<file path="src/rtl/hazard_ctrl.sv">
// Pipeline hazard and sequencing controller for the 5-stage core.
// Computes execute-stage forwarding selects, resolves load-use and
// branch/jump hazards, and freezes the front of the pipe while a
// multi-cycle MUL/DIV operation runs. Also keeps a saturating count
// of stalled fetch cycles.
module hazard_ctrl #(
  parameter int MD_TIMEOUT = 64,
  parameter int CNT_W      = 32
) (
  input  logic             clk,
  input  logic             reset,
  input  logic [4:0]       id_rs1_idx,
  input  logic [4:0]       id_rs2_idx,
  input  logic [4:0]       id_ex_rs1_idx,
  input  logic [4:0]       id_ex_rs2_idx,
  input  logic [4:0]       id_ex_rd_idx,
  input  logic             id_ex_MemRead,
  input  logic             id_ex_MulDiv,
  input  logic [4:0]       ex_mem_rd,
  input  logic             ex_mem_RegWrite,
  input  logic [4:0]       mem_wb_rd,
  input  logic             mem_wb_RegWrite,
  input  logic             PCSrc,
  input  logic             md_done,
  output logic [1:0]       ForwardAE,
  output logic [1:0]       ForwardBE,
  output logic             StallF,
  output logic             StallD,
  output logic             StallE,
  output logic             FlushD,
  output logic             FlushE,
  output logic             ex_mem_kill,
  output logic             md_start,
  output logic             md_error,
  output logic [CNT_W-1:0] stall_cycles
);

  // Timer must be able to hold MD_TIMEOUT itself.
  localparam int TMR_W = $clog2(MD_TIMEOUT + 1);

  typedef enum logic [1:0] {
    IDLE    = 2'd0,
    MD_BUSY = 2'd1,
    MD_WB   = 2'd2
  } state_t;

  state_t             state_q, state_d;
  logic [TMR_W-1:0]   timer_q, timer_d;
  logic               md_error_q, md_error_d;
  logic [CNT_W-1:0]   stall_cycles_q, stall_cycles_d;
  logic               load_use;

  // Forwarding selects: the younger producer (EX/MEM) wins over WB; x0 never forwards.
  always_comb begin
    ForwardAE = 2'b00;
    ForwardBE = 2'b00;
    if (ex_mem_RegWrite && ex_mem_rd != 5'd0 && ex_mem_rd == id_ex_rs1_idx)
      ForwardAE = 2'b10;
    else if (mem_wb_RegWrite && mem_wb_rd != 5'd0 && mem_wb_rd == id_ex_rs1_idx)
      ForwardAE = 2'b01;
    if (ex_mem_RegWrite && ex_mem_rd != 5'd0 && ex_mem_rd == id_ex_rs2_idx)
      ForwardBE = 2'b10;
    else if (mem_wb_RegWrite && mem_wb_rd != 5'd0 && mem_wb_rd == id_ex_rs2_idx)
      ForwardBE = 2'b01;
  end

  assign load_use = id_ex_MemRead && (id_ex_rd_idx != 5'd0) &&
                    ((id_ex_rd_idx == id_rs1_idx) || (id_ex_rd_idx == id_rs2_idx));

  // Next-state and control outputs from current state plus pipeline inputs.
  always_comb begin
    // NOTE: every output and next-state value gets a default up front so no
    // path through the case leaves one unassigned, which would infer a latch.
    state_d     = state_q;
    timer_d     = timer_q;
    md_error_d  = md_error_q;
    StallF      = 1'b0;
    StallD      = 1'b0;
    StallE      = 1'b0;
    FlushD      = 1'b0;
    FlushE      = 1'b0;
    ex_mem_kill = 1'b0;
    md_start    = 1'b0;

    unique case (state_q)
      IDLE: begin
        if (PCSrc) begin
          // Redirect squashes decode and execute; any load-use is moot.
          FlushD = 1'b1;
          FlushE = 1'b1;
        end else if (id_ex_MulDiv) begin
          md_start    = 1'b1;
          StallF      = 1'b1;
          StallD      = 1'b1;
          StallE      = 1'b1;
          ex_mem_kill = 1'b1;
          timer_d     = TMR_W'(1);
          state_d     = MD_BUSY;
        end else if (load_use) begin
          StallF = 1'b1;
          StallD = 1'b1;
          FlushE = 1'b1;
        end
      end

      MD_BUSY: begin
        // PCSrc is ignored: the branch sits behind the frozen MUL/DIV.
        StallF      = 1'b1;
        StallD      = 1'b1;
        StallE      = 1'b1;
        ex_mem_kill = 1'b1;
        if (md_done) begin
          state_d = MD_WB;
        end else if (timer_q == TMR_W'(MD_TIMEOUT)) begin
          md_error_d = 1'b1;
          state_d    = IDLE;
        end else begin
          timer_d = timer_q + TMR_W'(1);
        end
      end

      MD_WB: begin
        // One free cycle lets the result move into EX/MEM before ID/EX advances.
        state_d = IDLE;
      end

      default: state_d = IDLE;
    endcase

    // Held in reset, the pipeline sees no stalls, flushes or starts.
    if (reset) begin
      StallF      = 1'b0;
      StallD      = 1'b0;
      StallE      = 1'b0;
      FlushD      = 1'b0;
      FlushE      = 1'b0;
      ex_mem_kill = 1'b0;
      md_start    = 1'b0;
    end

    stall_cycles_d = (StallF && stall_cycles_q != {CNT_W{1'b1}})
                   ? stall_cycles_q + CNT_W'(1) : stall_cycles_q;
  end

  // State, timer, sticky error and stall counter registers with synchronous reset.
  always_ff @(posedge clk) begin
    // NOTE: sequential state uses non-blocking assignments so every flop
    // samples pre-edge values regardless of statement order.
    if (reset) begin
      state_q        <= IDLE;
      timer_q        <= '0;
      md_error_q     <= 1'b0;
      stall_cycles_q <= '0;
    end else begin
      state_q        <= state_d;
      timer_q        <= timer_d;
      md_error_q     <= md_error_d;
      stall_cycles_q <= stall_cycles_d;
    end
  end

  assign md_error     = md_error_q;
  assign stall_cycles = stall_cycles_q;

endmodule

</file>
<file path="config.mk">
export PLATFORM = sky130hd
export DESIGN_NAME = hazard_ctrl
export DESIGN_NICKNAME = d
export VERILOG_FILES = /design/src/rtl/hazard_ctrl.sv
export SDC_FILE = /design/constraint.sdc
export NUM_CORES = 1
export LEC_CHECK = 0
export BUFFER_PORTS_ARGS = -buffer_cell sky130_fd_sc_hd__buf_2
export CELL_PAD_IN_SITES_DETAIL_PLACEMENT = 0
export CELL_PAD_IN_SITES_GLOBAL_PLACEMENT = 1
export CORE_MARGIN = 2
export CORE_UTILIZATION = 35
export DETAILED_ROUTE_END_ITERATION = 6
export HOLD_SLACK_MARGIN = 0.06
export PLACE_DENSITY = 0.79
export SLEW_MARGIN = 25
export SYNTH_ARGS = -nofsm -noshare
export SYNTH_HDL_FRONTEND = slang
export SYNTH_SLANG_ARGS = --single-unit
export TNS_END_PERCENT = 1
</file>
<file path="constraint.sdc">
create_clock -name clk -period 2.92 [get_ports clk]
set_input_delay 0 -clock clk [delete_from_list [all_inputs] [get_ports clk]]
set_output_delay 0 -clock clk [all_outputs]
set_load 0.02 [all_outputs]
</file>
==> results of run 1 <==
## power by group
group          switching, mW  leakage, nW  internal [mW]  total, mW
logic                  0.101        0.925         0.0734      0.174
clock network          0.208       0.0579          0.252      0.460
registers            0.00642        0.339          0.576      0.583
## cell families after synthesis
| family | share of synthesized area |
|---|---|
| AOI/OAI and AO/OA | 0.179 |
| xor gates and xnor gates | 0.137 |
| adders and majority gates | 0.0143 |
| buffers and inverters | 0.0425 |
| DFF | 0.321 |
| muxes | 0.0215 |
| and+or+nand+nor | 0.284 |
## through the flow
stage	instances	setup slack (ns)	area, µm²	hold slack [ns]
global placement	495	0.529	3140	0.291
CTS	505	0.444	3270	0.173
global route	505	0.220	3270	0.243
floorplan	319	0.655	2620	0.153
detailed placement	495	0.457	3140	0.306
finish	505	0.458	3270	0.186
## layout by cell type, fill, tap and decap left out, drive strengths merged, types with 12 or more instances in the layout
| cell type | synthesis | routed |
|---|---|---|
| nand3 | 15 | 15 |
| xnor2 | 17 | 17 |
| nor2 | 27 | 27 |
| nand2 | 20 | 20 |
| inv | 12 | 12 |
| xor2 | 24 | 24 |
| o21ai | 12 | 12 |
| buf | 7 | 91 |
| dfxtp | 42 | 42 |
| nand4 | 14 | 14 |
| a21oi | 15 | 15 |
| nor4 | 16 | 16 |
## critical path: cells and delay by family
family	cells	cell delay [ns]
compound gates	3	0.82
buf+inv	3	1.00
simple gates	2	0.88
## layer usage
| layer | routed length [µm] | up-vias |
|---|---|---|
| li1 | - | 1354 |
| met1 | 3240 | 1256 |
| met2 | 3230 | 90 |
| met3 | 502 | 9 |
| met4 | 119 | 0 |
| met5 | 0 | - |
## registers in the layout, indices dropped and copies added, names as in the netlist
name          cells
md_error          1
stall_cycles     32
state_q           2
timer_q           7
## worst min-delay path by stage
stage | from | end | slack, ns | cells after the start
floorplan | md_done | state_q[1] | 0.15 | 1
global placement | md_done | state_q[1] | 0.29 | 2
detailed placement | md_done | state_q[1] | 0.31 | 2
CTS | PCSrc | timer_q[0] | 0.17 | 4
global route | PCSrc | timer_q[0] | 0.24 | 4
finish | PCSrc | timer_q[0] | 0.19 | 4
## final cells by class
class                   instances  share of cell area
multi-input cells             251               0.509
flip-flops and latches         42               0.257
repair buffers                 93               0.149
well taps                      99              0.0378
clock buffers                   5              0.0210
inverters                      12              0.0138
clock inverters                 3              0.0122
==> impl_metrics.ini, run 1 <==
[status]
status = complete, no violations

[worst_setup_path]
cp.required_ns = 3.15
reg2reg_slack_ns = 0.46
crit_arrival_ns = 2.70
worstReg2RegEnd = stall_cycles[24]
endpoint = stall_cycles[24]
crit_start = reset
startpoint_type = primary input
cp_common_cell = a21oi_1
critPathCaptureType = flip-flop
cp_cell_sequence = dlygate4sd3_1, buf_2, or3_1, a211oi_2, a21oi_1, buf_4, or4_1, a21oi_1
cp_slowest_stage_delay_ns = 0.53
crit_type = in2reg
rr_worst_depth = 6
reg2reg_from = state_q[1]
crit_slowest_cell = dlygate4sd3_1
cp_max_fo = 13

[sta]
finalSetupTns_ns = 0
clock.fmax_ghz = 0.406
skew_ns = 0.00332
finalCritPeriodShare = 0.843
setup_viol = 0
period_minus_slack_ns = 2.46
finalHoldViolCount = 0
worst_pin_slew_ns = 0.936
max_slew_margin = 0.376
rsz0062_at_grt = false
slew_viol_final = 0

[clock_network]
clockBufferDepth = 2
cts_sinks = 42
cts-root-buf = clkbuf_8
ctsResizeCount = 0
htreeDepth = 2
cts.reportedPaths.clkPinSlew_ns = 0.08
cts_made_buffers = 5
clock_latency_ns = 0.30
cts_hold_buffers = 2
cts_tree = yes
postCtsSetupBuffers = 0

[floorplan]
start_util = 0.361
rows = 31
die_h_um = 90.5
chipWidth_um = 90.5
die_area_um2 = 8190
boundaryPins = 87
coreArea_um2 = 7250

[synthesis]
yosys.area.top_type = dfxtp_1
synth.area.top_cells = dfxtp_1 (32%), xor2_1 (8.0%), xnor2_1 (5.7%)
synth_top_area_frac = 0.321
yosysWarnings = 0
syn_area_per_cell_um2 = 8.21
synth.distinct_cells = 48
synth_edf_count = 0
synth_common_cells = dfxtp_1 (42), nor2_1 (26), xor2_1 (24), nand2_1 (20), xnor2_1 (17)
synth_seq_cells = 42
netlist_instances = 319
synthArstFlopShare = 0
syn-num-nets = 365
yosysMostFrequentCell = dfxtp_1
syn_area_um2 = 2620
synth-seq-area-share = 0.321
ys.flop_type = dfxtp_1

[placement]
gp_congestion = 0.779
io_buffers = 86
dp_hpwl_um = 5440

[min_path]
worstHoldPathType = in2reg

[power]
ir_drop_mv = 0.189
cellPowerDensity_nw_per_um2 = 372
total_power_mw = 1.22
p_leak_nw = 1.32

[detailed_routing]
ant_nets = 0
wire_per_inst_um = 14.0
drcViolationCount = 0
dr.first_iter.drc_count = 105
totalWireLength_um = 7090
dr.pass1.iters = 4
viasPerCell = 5.36
vias = 2709

[global_routing]
grt_pass1_vias = 2456
grt_usage = 0.173
grt_pass1_wl_um = 11800
gr-total-overflow = 0
grt_max_degree = 28
antenna_found_initial = 0
grtUsageMet1 = 0.219
top_usage_layer = met2
grt_use_met2 = 0.285
grt_use_met3 = 0.0401

[finish]
fin_nets = 451
area_delta_synth_final_pct = 25.0
antenna_cells = 0
final_core_util = 0.451
fillers = 764
multiInputGateArea_um2 = 1670
drive_gt1_frac = 0.264
register_area_um2 = 841

[run]
cap_violations = 0
(Power assumes the default switching activity.)
==> run 2: changes to the inputs <==
ABC_AREA = 1   (was default)
PLACE_DENSITY = 0.81   (was 0.79)
clock period = 2.29 ns   (was 2.92 ns; I/O delays follow)
==> impl_metrics.ini, run 2 <==
[status]
status = complete, no violations

[clock_network]
cts-root-buf = clkbuf_8
clock_latency_ns = 0.30
cts_made_buffers = 5
postCtsSetupBuffers = 0
cts_tree = yes
htreeDepth = 2
cts.reportedPaths.clkPinSlew_ns = 0.08
cts_sinks = 42
clockBufferDepth = 2

[sta]
finalHoldViolCount = 0
finalCritPeriodShare = 0.846
finalSetupTns_ns = 0
period_minus_slack_ns = 1.94
skew_ns = 0.00639
rsz0062_at_grt = false
setup_viol = 0
worst_pin_slew_ns = 0.557
worst_hold_slack_ns = 0.222
slew_viol_final = 0
clock.fmax_ghz = 0.516
max_slew_margin = 0.626

[worst_setup_path]
crit_arrival_ns = 2.17
cp_common_cell = nand2_2
cp_slowest_stage_delay_ns = 0.42
worstReg2RegEnd = stall_cycles[21]
startpoint_type = flip-flop
crit_slowest_cell = dfxtp_1
reg2reg_slack_ns = 0.35
reg2reg_from = stall_cycles[0]
crit_type = reg2reg
rr_worst_depth = 10
critPathCaptureType = flip-flop
cp.required_ns = 2.52
endpoint = stall_cycles[21]
crit_start = stall_cycles[0]
cp_cell_sequence = ha_1, nand2_2, nor2_4, nand2_2, inv_2, nand4_4, nand3_4, buf_4, nand2_1, a21oi_1
cp_max_fo = 21

[synthesis]
synth.area.top_cells = dfxtp_1 (27%), nand2_1 (16%), nand4_1 (8.2%)
ys.flop_type = dfxtp_1
synthArstFlopShare = 0
synth.distinct_cells = 35
netlist_instances = 474
synth-seq-area-share = 0.275
syn_area_um2 = 3060
yosys.area.top_type = dfxtp_1
yosysWarnings = 0
synth_edf_count = 0
syn_area_per_cell_um2 = 6.45
synth_seq_cells = 42
syn-num-nets = 520
yosysMostFrequentCell = nand2_1
synth_common_cells = nand2_1 (128), nor2_1 (59), inv_1 (44), dfxtp_1 (42), nand4_1 (40)
synth_top_area_frac = 0.275

[power]
p_int_mw = 1.07
p_comb_frac = 0.166
swShare = 0.281
cellPowerDensity_nw_per_um2 = 402
p_leak_nw = 1.61
ir_drop_mv = 0.188
total_power_mw = 1.49
clkPwrFrac = 0.337
p_switching_uw = 419
seqPwrFrac = 0.498

[detailed_routing]
dr.first_iter.drc_count = 278
wire_per_inst_um = 13.0
drt-met1-wl_um = 4190
dr.pass1.iters = 4
viasPerCell = 4.94
wl_met2_um = 4080
vias = 3310
routed-wl-met3_um = 354
ant_nets = 0
routed.top_layer = met4
totalWireLength_um = 8680
drcViolationCount = 0

[floorplan]
die_h_um = 97.5
rows = 34
start_util = 0.356
chipWidth_um = 97.5
coreArea_um2 = 8590
boundaryPins = 87
die_area_um2 = 9500

[global_routing]
gr-total-overflow = 0
grt_pass1_vias = 3129
grt_usage = 0.190
antenna_found_initial = 0
grt_max_degree = 39
grt_pass1_wl_um = 15200

[finish]
multiInputGateArea_um2 = 1950
final_cell_mix = nand2_1 (128), buf_2 (86), nor2_1 (59)
largest_reg_flops = 32
area_delta_synth_final_pct = 21.4
register_area_um2 = 841
antenna_cells = 0
drive_gt1_frac = 0.206
mostFrequentLayoutCell = nand2_1
fin_area_um2 = 3710
fin_nets = 607
fillers = 939

[placement]
io_buffers = 86
dp_hpwl_um = 6840
placed_area_um2 = 3600
gp_congestion = 0.878

[min_path]
worstHoldPathType = in2reg

[run]
cap_violations = 0
## run 2: per-stage QoR
| stage | setup WS [ns] | util | std cells |
|---|---|---|---|
| 3_3_place_gp | 0.310 | 0.419 | 661 |
| 3_5_place_dp | 0.250 | 0.419 | 661 |
| 2_1_floorplan | 0.499 | - | 474 |
| 4_1_cts | 0.236 | 0.431 | 670 |
| 6_report | 0.352 | 0.432 | 670 |
| 5_1_grt | 0.0907 | 0.432 | 670 |
## run 2: cell type report
type / count / area share
multi-input combinational: 368 / 0.525
inverter: 46 / 0.0465
clock inverter: 1 / 0.00135
tap: 108 / 0.0364
clock buffer: 7 / 0.0233
sequential: 42 / 0.227
timing repair buffer: 98 / 0.141
## run 2: worst min path at each step
stage                       start          to  slack [ns]  depth (start not counted)
final                       reset  state_q[0]        0.22                          3
after global routing        reset    md_error        0.26                          3
after CTS                   reset  state_q[0]        0.22                          3
after detailed placement  md_done  state_q[1]        0.26                          3
after global placement    md_done  state_q[1]        0.27                          3
after floorplan             reset      StallD        0.09                          1
## run 2: power by group through the flow
stage	Sequential, mW	Combinational (mW)	Clock, mW
final	0.743	0.247	0.503
after global routing	0.744	0.281	0.549
after CTS	0.743	0.248	0.521
after detailed placement	0.760	0.246	0
after global placement	0.760	0.244	0
after floorplan	0.762	0.154	0
## run 2: cell families (layout without fill, tap and decap cells)
kind of cell,after synthesis,in the layout,synth area share
AND/OR/NAND/NOR,270,270,0.399
buffers and inverters,64,152,0.0904
XOR/XNOR,51,51,0.146
AO/OA/AOI/OAI,44,44,0.0769
flip-flops,42,42,0.275
adder cells (fa/ha/maj),3,3,0.0123
## run 2: critical path, delay by kind of cell, from the launching register on
kind | cells | cell delay [ns]
buffers and inverters | 2 | 0.30
adders and majority gates | 1 | 0.27
AOI/OAI and AO/OA | 1 | 0.12
DFF | 1 | 0.42
and+or+nand+nor | 6 | 0.76
## run 2: routing by layer
layer  up-vias  GRT usage
met5         -          0
met4         0     0.0385
met3         7     0.0302
met2        70      0.312
met1      1506      0.265
li1       1727          -
## run 2: what timing repair did
item	CTS	global route
endpoints found under the hold margin	2	0
hold buffers	1	0
resized for setup	0	1
setup endpoints to repair	0	1
